===== src/rtl/store_merge_unit_pkg.sv =====
// Shared store/load size encodings, FSM state type and request payload.
package store_merge_unit_pkg;

   localparam logic [1:0] SZ_BYTE = 2'b00;
   localparam logic [1:0] SZ_HALF = 2'b01;
   localparam logic [1:0] SZ_WORD = 2'b10;
   localparam logic [1:0] SZ_RSVD = 2'b11;

   localparam int unsigned DATA_W = 32;

   typedef enum logic [2:0] {
      IDLE  = 3'd0,
      READ  = 3'd1,
      MERGE = 3'd2,
      WRITE = 3'd3,
      ERR   = 3'd4
   } state_t;

   // Captured store request (word address is held separately since its width is a parameter)
   typedef struct packed {
      logic [DATA_W-1:0] wdata;
      logic [1:0]        size;
      logic [1:0]        off;
   } store_req_t;

   // Misaligned half/word or reserved size: the request is refused without touching RAM
   function automatic logic is_bad_req(input logic [1:0] size, input logic [1:0] off);
      logic bad;
      case (size)
         SZ_BYTE: bad = 1'b0;
         SZ_HALF: bad = off[0];
         SZ_WORD: bad = (off != 2'b00);
         default: bad = 1'b1;
      endcase
      return bad;
   endfunction

endpackage


===== src/rtl/store_merge_unit_byte_lane_merge.sv =====
// Little-endian lane merge: overwrite only the lanes a store targets.
module byte_lane_merge
   import store_merge_unit_pkg::*;
(
   input  logic [DATA_W-1:0] old_word,
   input  logic [DATA_W-1:0] new_data,
   input  logic [1:0]        size,
   input  logic [1:0]        off,
   output logic [DATA_W-1:0] merged_c
);

   // Start from the old word, then replace the target lanes with the right-aligned store data
   always_comb begin
      merged_c = old_word;
      case (size)
         SZ_BYTE: merged_c[{off, 3'b000} +: 8]        = new_data[7:0];
         SZ_HALF: merged_c[{off[1], 4'b0000} +: 16]   = new_data[15:0];
         SZ_WORD: merged_c                            = new_data;
         default: merged_c                            = old_word;
      endcase
   end

endmodule


===== src/rtl/store_merge_unit.sv =====
// Narrows register stores to byte/half/word on a word-write-only RAM via read-modify-write.
module store_merge_unit
   import store_merge_unit_pkg::*;
#(
   parameter int unsigned ADDR_W = 10
) (
   input  logic              clk,
   input  logic              rst,
   input  logic              req_valid,
   output logic              req_ready,
   input  logic [31:0]       req_addr,
   input  logic [31:0]       req_wdata,
   input  logic [1:0]        req_size,
   output logic              mem_en,
   output logic              mem_we,
   output logic [ADDR_W-1:0] mem_addr,
   output logic [31:0]       mem_wdata,
   input  logic [31:0]       mem_rdata,
   output logic              done,
   output logic              err
);

   state_t            state_q, state_d;
   store_req_t        req_q, req_d;
   logic              ready_d, en_d, we_d, done_d, err_d;
   logic [ADDR_W-1:0] addr_d;
   logic [31:0]       wdata_d;
   logic [31:0]       merged_c;
   logic              unused_addr_hi;

   // Address bits above the RAM range are deliberately dropped
   assign unused_addr_hi = ^req_addr[31:ADDR_W+2];

   byte_lane_merge u_merge (
      .old_word (mem_rdata),
      .new_data (req_q.wdata),
      .size     (req_q.size),
      .off      (req_q.off),
      .merged_c (merged_c)
   );

   // Next state and next registered outputs; outputs are computed for the state being entered
   always_comb begin
      state_d = state_q;
      req_d   = req_q;
      ready_d = 1'b0;
      en_d    = 1'b0;
      we_d    = 1'b0;
      addr_d  = mem_addr;
      wdata_d = mem_wdata;
      done_d  = 1'b0;
      err_d   = 1'b0;
      case (state_q)
         IDLE: begin
            ready_d = 1'b1;
            if (req_valid && req_ready) begin
               ready_d = 1'b0;
               req_d   = '{wdata: req_wdata, size: req_size, off: req_addr[1:0]};
               addr_d  = req_addr[ADDR_W+1:2];
               if (is_bad_req(req_size, req_addr[1:0])) begin
                  state_d = ERR;
                  done_d  = 1'b1;
                  err_d   = 1'b1;
               end else if (req_size == SZ_WORD) begin
                  state_d = WRITE;
                  en_d    = 1'b1;
                  we_d    = 1'b1;
                  wdata_d = req_wdata;
                  done_d  = 1'b1;
               end else begin
                  state_d = READ;
                  en_d    = 1'b1;
               end
            end
         end
         READ: begin
            state_d = MERGE;
         end
         MERGE: begin
            state_d = WRITE;
            en_d    = 1'b1;
            we_d    = 1'b1;
            wdata_d = merged_c;
            done_d  = 1'b1;
         end
         WRITE, ERR: begin
            state_d = IDLE;
            ready_d = 1'b1;
         end
         default: begin
            state_d = IDLE;
            ready_d = 1'b1;
         end
      endcase
   end

   // State, captured request and registered outputs
   always_ff @(posedge clk) begin
      if (rst) begin
         state_q   <= IDLE;
         req_q     <= '0;
         req_ready <= 1'b1;
         mem_en    <= 1'b0;
         mem_we    <= 1'b0;
         mem_addr  <= '0;
         mem_wdata <= '0;
         done      <= 1'b0;
         err       <= 1'b0;
      end else begin
         state_q   <= state_d;
         req_q     <= req_d;
         req_ready <= ready_d;
         mem_en    <= en_d;
         mem_we    <= we_d;
         mem_addr  <= addr_d;
         mem_wdata <= wdata_d;
         done      <= done_d;
         err       <= err_d;
      end
   end

endmodule

===== config.mk =====
export PLATFORM = sky130hd
export DESIGN_NAME = store_merge_unit
export DESIGN_NICKNAME = d
export VERILOG_FILES = /design/src/rtl/store_merge_unit_pkg.sv /design/src/rtl/store_merge_unit_byte_lane_merge.sv /design/src/rtl/store_merge_unit.sv
export SDC_FILE = /design/constraint.sdc
export NUM_CORES = 1
export LEC_CHECK = 0
export ABC_CLOCK_PERIOD_IN_PS = 5400
export CAP_MARGIN = 20
export CORE_ASPECT_RATIO = 1.75
export CORE_MARGIN = 2
export CORE_UTILIZATION = 45
export CTS_CLUSTER_SIZE = 30
export DETAILED_ROUTE_END_ITERATION = 10
export GPL_TIMING_DRIVEN = 1
export PLACE_DENSITY = 0.85
export SYNTH_ARGS = -nofsm -noshare
export SYNTH_HDL_FRONTEND = slang
export SYNTH_HIERARCHICAL = 1
export SYNTH_SLANG_ARGS = --single-unit

===== constraint.sdc =====
create_clock -name clk -period 5.4 [get_ports clk]
set_input_delay 1.08 -clock clk [delete_from_list [all_inputs] [get_ports clk]]
set_output_delay 1.08 -clock clk [all_outputs]
set_load 0.02 [all_outputs]

==> results of run 1 <==
[path summary, 6_finish.rpt]
path	from	to
worst max register to register	req_q[1]	mem_wdata[20]
worst min-delay path	req_q[34]	req_q[34]
worst min register to register	req_q[34]	req_q[34]
worst max-delay path	req_valid	mem_wdata[12]
[cell type report]
| class | count | share of cell area (%) |
|---|---|---|
| multi-input cells | 477 | 46.9 |
| flip-flops and latches | 86 | 25.3 |
| repair buffers | 138 | 20.4 |
| clock buffers | 9 | 3.30 |
| well taps | 135 | 2.48 |
| clock inverters | 7 | 1.23 |
| inverters | 9 | 0.495 |
[cell families after synthesis]
| kind of cell | after synthesis |
|---|---|
| flip-flops | 86 |
| AND/OR/NAND/NOR | 148 |
| buffers and inverters | 92 |
| AO/OA/AOI/OAI | 314 |
| multiplexers | 10 |
| adder cells (fa/ha/maj) | 5 |
[placed cells by master, fill, tap and decap left out, drive strengths merged, types with 14 or more instances in the layout]
cell / netlist / routed
a21oi: 59 / 59
a22oi: 14 / 14
dfxtp: 86 / 86
clkdlybuf4s50: 0 / 126
o21bai: 32 / 32
nand2: 24 / 24
o311ai: 31 / 31
nor3: 34 / 34
nand3: 47 / 47
a211oi: 65 / 65
o21ai: 50 / 50
[worst max-delay path, cell delays in order]
cell and delay (ps):
clkdlybuf4s50_1 540, and3_1 170, buf_4 390, and2_1 730
buf_4 380, a211oi_1 120
[state kept, by name, summed over array words and instances, names as in the netlist]
name	cells
req_q	36
mem_addr	10
state_q	3
mem_wdata	32
req_ready	1
done	1
mem_we	1
err	1
mem_en	1
[metrics by stage]
| stage | total power, mW | setup WS, ps | instance area, µm² | util, % | hold slack [ps] |
|---|---|---|---|---|---|
| after floorplan | 1.18 | 3180 | 5350 | - | 450 |
| after global placement | 1.39 | 2020 | 6460 | 55.8 | 461 |
| after detailed placement | 1.41 | 1900 | 6460 | 55.8 | 471 |
| after CTS | 2.06 | 2270 | 6770 | 58.4 | 482 |
| after global routing | 2.17 | 2160 | 6820 | 58.9 | 502 |
| final | 2.08 | 2200 | 6820 | 58.9 | 481 |
[where the power goes]
part	switching (mW)	leakage, nW	internal [mW]
combinational	0.372	1.33	0.293
clock	0.290	0.149	0.369
sequential	0.0646	0.704	0.696
[layer usage]
metal  routed length [µm]  GRT usage [%]
met4                  852           14.1
met5                    0              0
met2                 9280           47.8
met1                 6910           33.4
met3                 1210           4.61
==> flow_metrics.env, run 1 <==
export IMPL_synth_seq_area_share_pct=32.2
export IMPL_max_slew_margin_rel_pct=30.5
export IMPL_synth_common_cells="dfxtp_1, a211oi_1, a21oi_1"
export IMPL_ios=148
export IMPL_fin_skew_ps=8.94
export IMPL_antenna_found_initial=0
export IMPL_cts_tree="built"
export IMPL_r2r_cells=7
export IMPL_regArea_um2=1730
export IMPL_yosys_area_share_simple_pct=15.3
export IMPL_status="finished clean"
export IMPL_avgViaCountPerCell=6.95
export IMPL_cts_clk_slew_worst_paths_ps=70
export IMPL_cts_htree_levels=3
export IMPL_grt_use_total_pct=28.0
export IMPL_peakVddDrop_uv=174
export IMPL_cts_resized=0
export IMPL_hp_class="flip-flop to flip-flop"
export IMPL_initial_core_util_pct=46.2
export IMPL_core_area_um2=11600
export IMPL_crit_arrival_ps=3420
export IMPL_vias=5984
export IMPL_n_antenna_cell=0
export IMPL_final_cells=861
export IMPL_dp_cells=843
export IMPL_synth_top_family_by_area="compound AO/OA/AOI/OAI gates"
export IMPL_multi_input_comb_area_um2=3200
export IMPL_die_area_um2=12800
export IMPL_worstMarginPinSlew_ps=1040
export IMPL_hold_depth=2
export IMPL_maxCapViolations=0
export IMPL_drt_first_pass_iters=7
export IMPL_clock_path_buffers=2
export IMPL_crit_fanout=34
export IMPL_synth_xor_area_share_pct=0
export IMPL_rows=52
export IMPL_synth_top_area_share_pct=32.2
export IMPL_yosysWarnings=6
export IMPL_fmax_mhz=312
export IMPL_final_period_utilization_pct=59.3
export IMPL_synth_largest_area_cell="dfxtp_1"
export IMPL_p_per_area_nw_per_um2=305
export IMPL_cp_start_kind="input pin"
export IMPL_synth_fa_ha_area_share_pct=1.17
export IMPL_synthArstFlopShare_pct=0
export IMPL_fin_tns_setup_ps=0
export IMPL_portBuffers=127
export IMPL_drtAntennaViolNets=0
export IMPL_worst_setup_path_type="input pin to flip-flop"
export IMPL_post_route_cells_drive_above_1_share_pct=6.75
export IMPL_synth_area_mux_share_pct=2.11
export IMPL_drcViolationCount=0
export IMPL_synth_edf_count=0
export IMPL_min_period_ps=3200
export IMPL_synth_top_flop_cell="dfxtp_1"
export IMPL_syn_area_um2=5350
export IMPL_drt_iter0_drc=630
export IMPL_rrSetupSlack_ps=2400
export IMPL_hpwl_mm=11.8
export IMPL_grt_max_degree=116
export IMPL_endpoint_kind="flip-flop"
export IMPL_ys_top_cells_by_area="dfxtp_1, a211oi_1, a21oi_1, o311ai_0, o21bai_1"
export IMPL_clockRootBuffer="clkbuf_16"
export IMPL_grt_pass1_wl_mm=29.0
export IMPL_cts_made_buffers=9
export IMPL_rsz0062_at_grt="false"
export IMPL_ys_types=57
export IMPL_routabilityCongestion=0.898
export IMPL_area_delta_synth_final_pct=27.6
export IMPL_drv_slew=0
export IMPL_insertion_delay_ps=350
export IMPL_drt_wl_total_mm=18.3
export IMPL_final_hold_violation_count=0
export IMPL_wire_per_inst_um=21.2
export IMPL_synth_nets=761
export IMPL_setup_viol=0
export IMPL_synth_compound_area_share_pct=41.2
export IMPL_post_cts_buffers=0
export IMPL_fillerInstances=1015
export IMPL_ys_seq_elements=86
export IMPL_nets=827
export IMPL_required_ps=5620
export IMPL_overflow=0
export IMPL_synth_most_common_cell="dfxtp_1"
export IMPL_cts_sinks=86
export IMPL_grt_pass1_vias=5733
export IMPL_die_h_um=148
export IMPL_synth_area_per_cell_um2=8.16
export IMPL_syn_inst=655
export IMPL_cts_hold_buf=0
export IMPL_leakage_nw=2.18
export IMPL_die_w_um=86.4
Power figures use the tool's default switching activity.
==> run 2: changes to the inputs <==
Settings changed: ABC_CLOCK_PERIOD_IN_PS 5400 to 2750, CORE_UTILIZATION 45 to 44, PLACE_DENSITY 0.85 to 0.86.
Clock period 5.4 ns to 2.75 ns, I/O delays scaled along.
==> run 2 against run 1 <==
  * Cell area grew 1.3%
  * Critical path type is now flip-flop to flip-flop
  * Largest cell class unchanged
  * Combinational power grew 100%
  * Register-to-register slack lost 2000 ps
  * Global-route usage rose by 1.3 points
  * Clock-buffer cell count stayed put
  * Worst setup slack worse by 1800 ps
  * Clock skew fell by 3.6 ps
  * Sequential power up 94%
  * Non-clock buffer count grew 13
==> flow_metrics.env, run 2 (same netlist as run 1, synthesis figures left out) <==
export IMPL_regMostFlops="req_q"
export IMPL_layout_common_cells="clkdlybuf4s50_1, dfxtp_1, a211oi_1, a21oi_1"
export IMPL_fin_tns_setup_ps=0
export IMPL_p_sw_share_pct=34.9
export IMPL_comb_power_share_pct=32.6
export IMPL_die_w_um=87.3
export IMPL_drt_first_pass_iters=5
export IMPL_worstReg2RegStart="req_q[0]"
export IMPL_cp_start_kind="flip-flop"
export IMPL_grt_max_degree=115
export IMPL_required_ps=2970
export IMPL_drcViolationCount=0
export IMPL_p_per_area_nw_per_um2=595
export IMPL_largest_reg_flops=36
export IMPL_regArea_um2=1730
export IMPL_dp_slack_ps=419
export IMPL_hold_start="req_q[28]"
export IMPL_peakVddDrop_uv=315
export IMPL_final_util_pct=57.9
export IMPL_portBuffers=127
export IMPL_rows=53
export IMPL_post_cts_buffers=0
export IMPL_layout_commonest_cell="clkdlybuf4s50_1"
export IMPL_vias=6072
export IMPL_setup_viol=0
export IMPL_avgViaCountPerCell=6.92
export IMPL_area_delta_synth_final_pct=29.2
export IMPL_cts_sinks=86
export IMPL_top_layer_used="met4"
export IMPL_final_hold_violation_count=0
export IMPL_grt_pass1_wl_mm=30.5
export IMPL_p_int_mw=2.68
export IMPL_routabilityCongestion=0.930
export IMPL_seq_power_share_pct=36.0
export IMPL_core_area_um2=11900
export IMPL_cts_tree="built"
export IMPL_cts_hold_buf=0
export IMPL_worst_setup_path_type="flip-flop to flip-flop"
export IMPL_max_slew_margin_rel_pct=26.2
export IMPL_cts_clk_slew_worst_paths_ps=70
export IMPL_multi_input_comb_area_um2=3200
export IMPL_top_regs="req_q (36), mem_wdata (32), mem_addr (10)"
export IMPL_drt_wl_total_mm=18.9
export IMPL_min_period_ps=2340
export IMPL_total_power_mw=4.11
export IMPL_final_period_utilization_pct=85.0
export IMPL_drt_iter0_drc=669
export IMPL_ios=148
export IMPL_wl_met2_mm=9.62
export IMPL_design_area_um2=6910
export IMPL_setup_ws_ps=412
export IMPL_grt_use_total_pct=29.3
export IMPL_hp_class="flip-flop to flip-flop"
export IMPL_crit_fanout=8
export IMPL_placed_area_um2=6600
export IMPL_drv_slew=0
export IMPL_nets=840
export IMPL_cts_htree_levels=3
export IMPL_clockRootBuffer="clkbuf_16"
export IMPL_crit_arrival_ps=2560
export IMPL_clock_path_buffers=2
export IMPL_die_area_um2=13100
export IMPL_crit_start="req_q[0]"
export IMPL_wl_met3_mm=1.15
export IMPL_maxCapViolations=0
export IMPL_insertion_delay_ps=350
export IMPL_wire_per_inst_um=21.6
export IMPL_rsz0062_at_grt="false"
export IMPL_cts_resized=0
export IMPL_switchingPower_mw=1.43
export IMPL_status="finished clean"
export IMPL_post_route_cells_drive_above_1_share_pct=8.39
export IMPL_worstMarginPinSlew_ps=1110
export IMPL_leakage_nw=2.24
export IMPL_antenna_found_initial=1
export IMPL_die_h_um=150
export IMPL_wl_met1_mm=7.13
export IMPL_initial_core_util_pct=44.8
export IMPL_drtAntennaViolNets=0
export IMPL_hpwl_mm=12.8
export IMPL_fmax_mhz=428
export IMPL_grt_pass1_vias=5883
export IMPL_fillerInstances=1078
export IMPL_overflow=0
export IMPL_fin_skew_ps=5.31
export IMPL_power_frac_clock_pct=31.4
export IMPL_cts_made_buffers=9
export IMPL_endpoint_kind="flip-flop"
==> run 2: cell types whose count changed in the layout (fill, tap and decap cells not counted), sizes merged <==
| cell | delta |
|---|---|
| buf | +13 |
| diode | +1 |
==> run 2: critical path: stages (launching register included) <==
cell and delay [ps]:
dfxtp_1 450, inv_1 120, ha_1 350, and4bb_1 280, and2_1 210, a221o_1 370, o311ai_0 350, a211oi_1 80
==> run 2: worst paths after layout <==
kind | end | cells after the start | slack, ps
setup / recovery | mem_wdata[20] | 7 | 410
hold / removal | req_q[28] | 2 | 470
setup reg to reg | mem_wdata[20] | 7 | 410
hold reg to reg | req_q[28] | 2 | 470
==> run 2: final cells by class <==
cell class,instances,share of cell area (%)
Antenna cell,1,0.0362
Clock buffer,9,3.26
Clock inverter,7,1.21
Inverter,9,0.489
Multi-Input combinational cell,477,46.3
Sequential cell,86,25.0
Tap cell,137,2.48
Timing Repair Buffer,151,21.3
==> run 2: power by group through the flow <==
stage	combinational, mW	clock [mW]	sequential [mW]
after detailed placement	1.31	0	1.50
after global placement	1.28	0	1.50
after CTS	1.32	1.30	1.48
after floorplan	0.776	0	1.55
after global routing	1.45	1.36	1.49
final	1.34	1.29	1.48
==> run 2: metal layers <==
metal	vias up	GRT usage (%)
met5	-	0
met3	74	4.63
met1	2909	35.1
met4	0	17.1
met2	337	48.5
li1	2752	-
==> run 2: stage by stage <==
stage               hold WS, ps  instances
floorplan                   450        655
global placement            462        860
detailed placement          466        860
CTS                         476        876
global route                489        877
finish                      474        877
==> run 3: changes to the inputs <==
Settings changed: SKIP_CTS_REPAIR_TIMING set to 1.
==> results of run 3 <==
No change in the layout: final DEF, timing and power equal those of run 2.
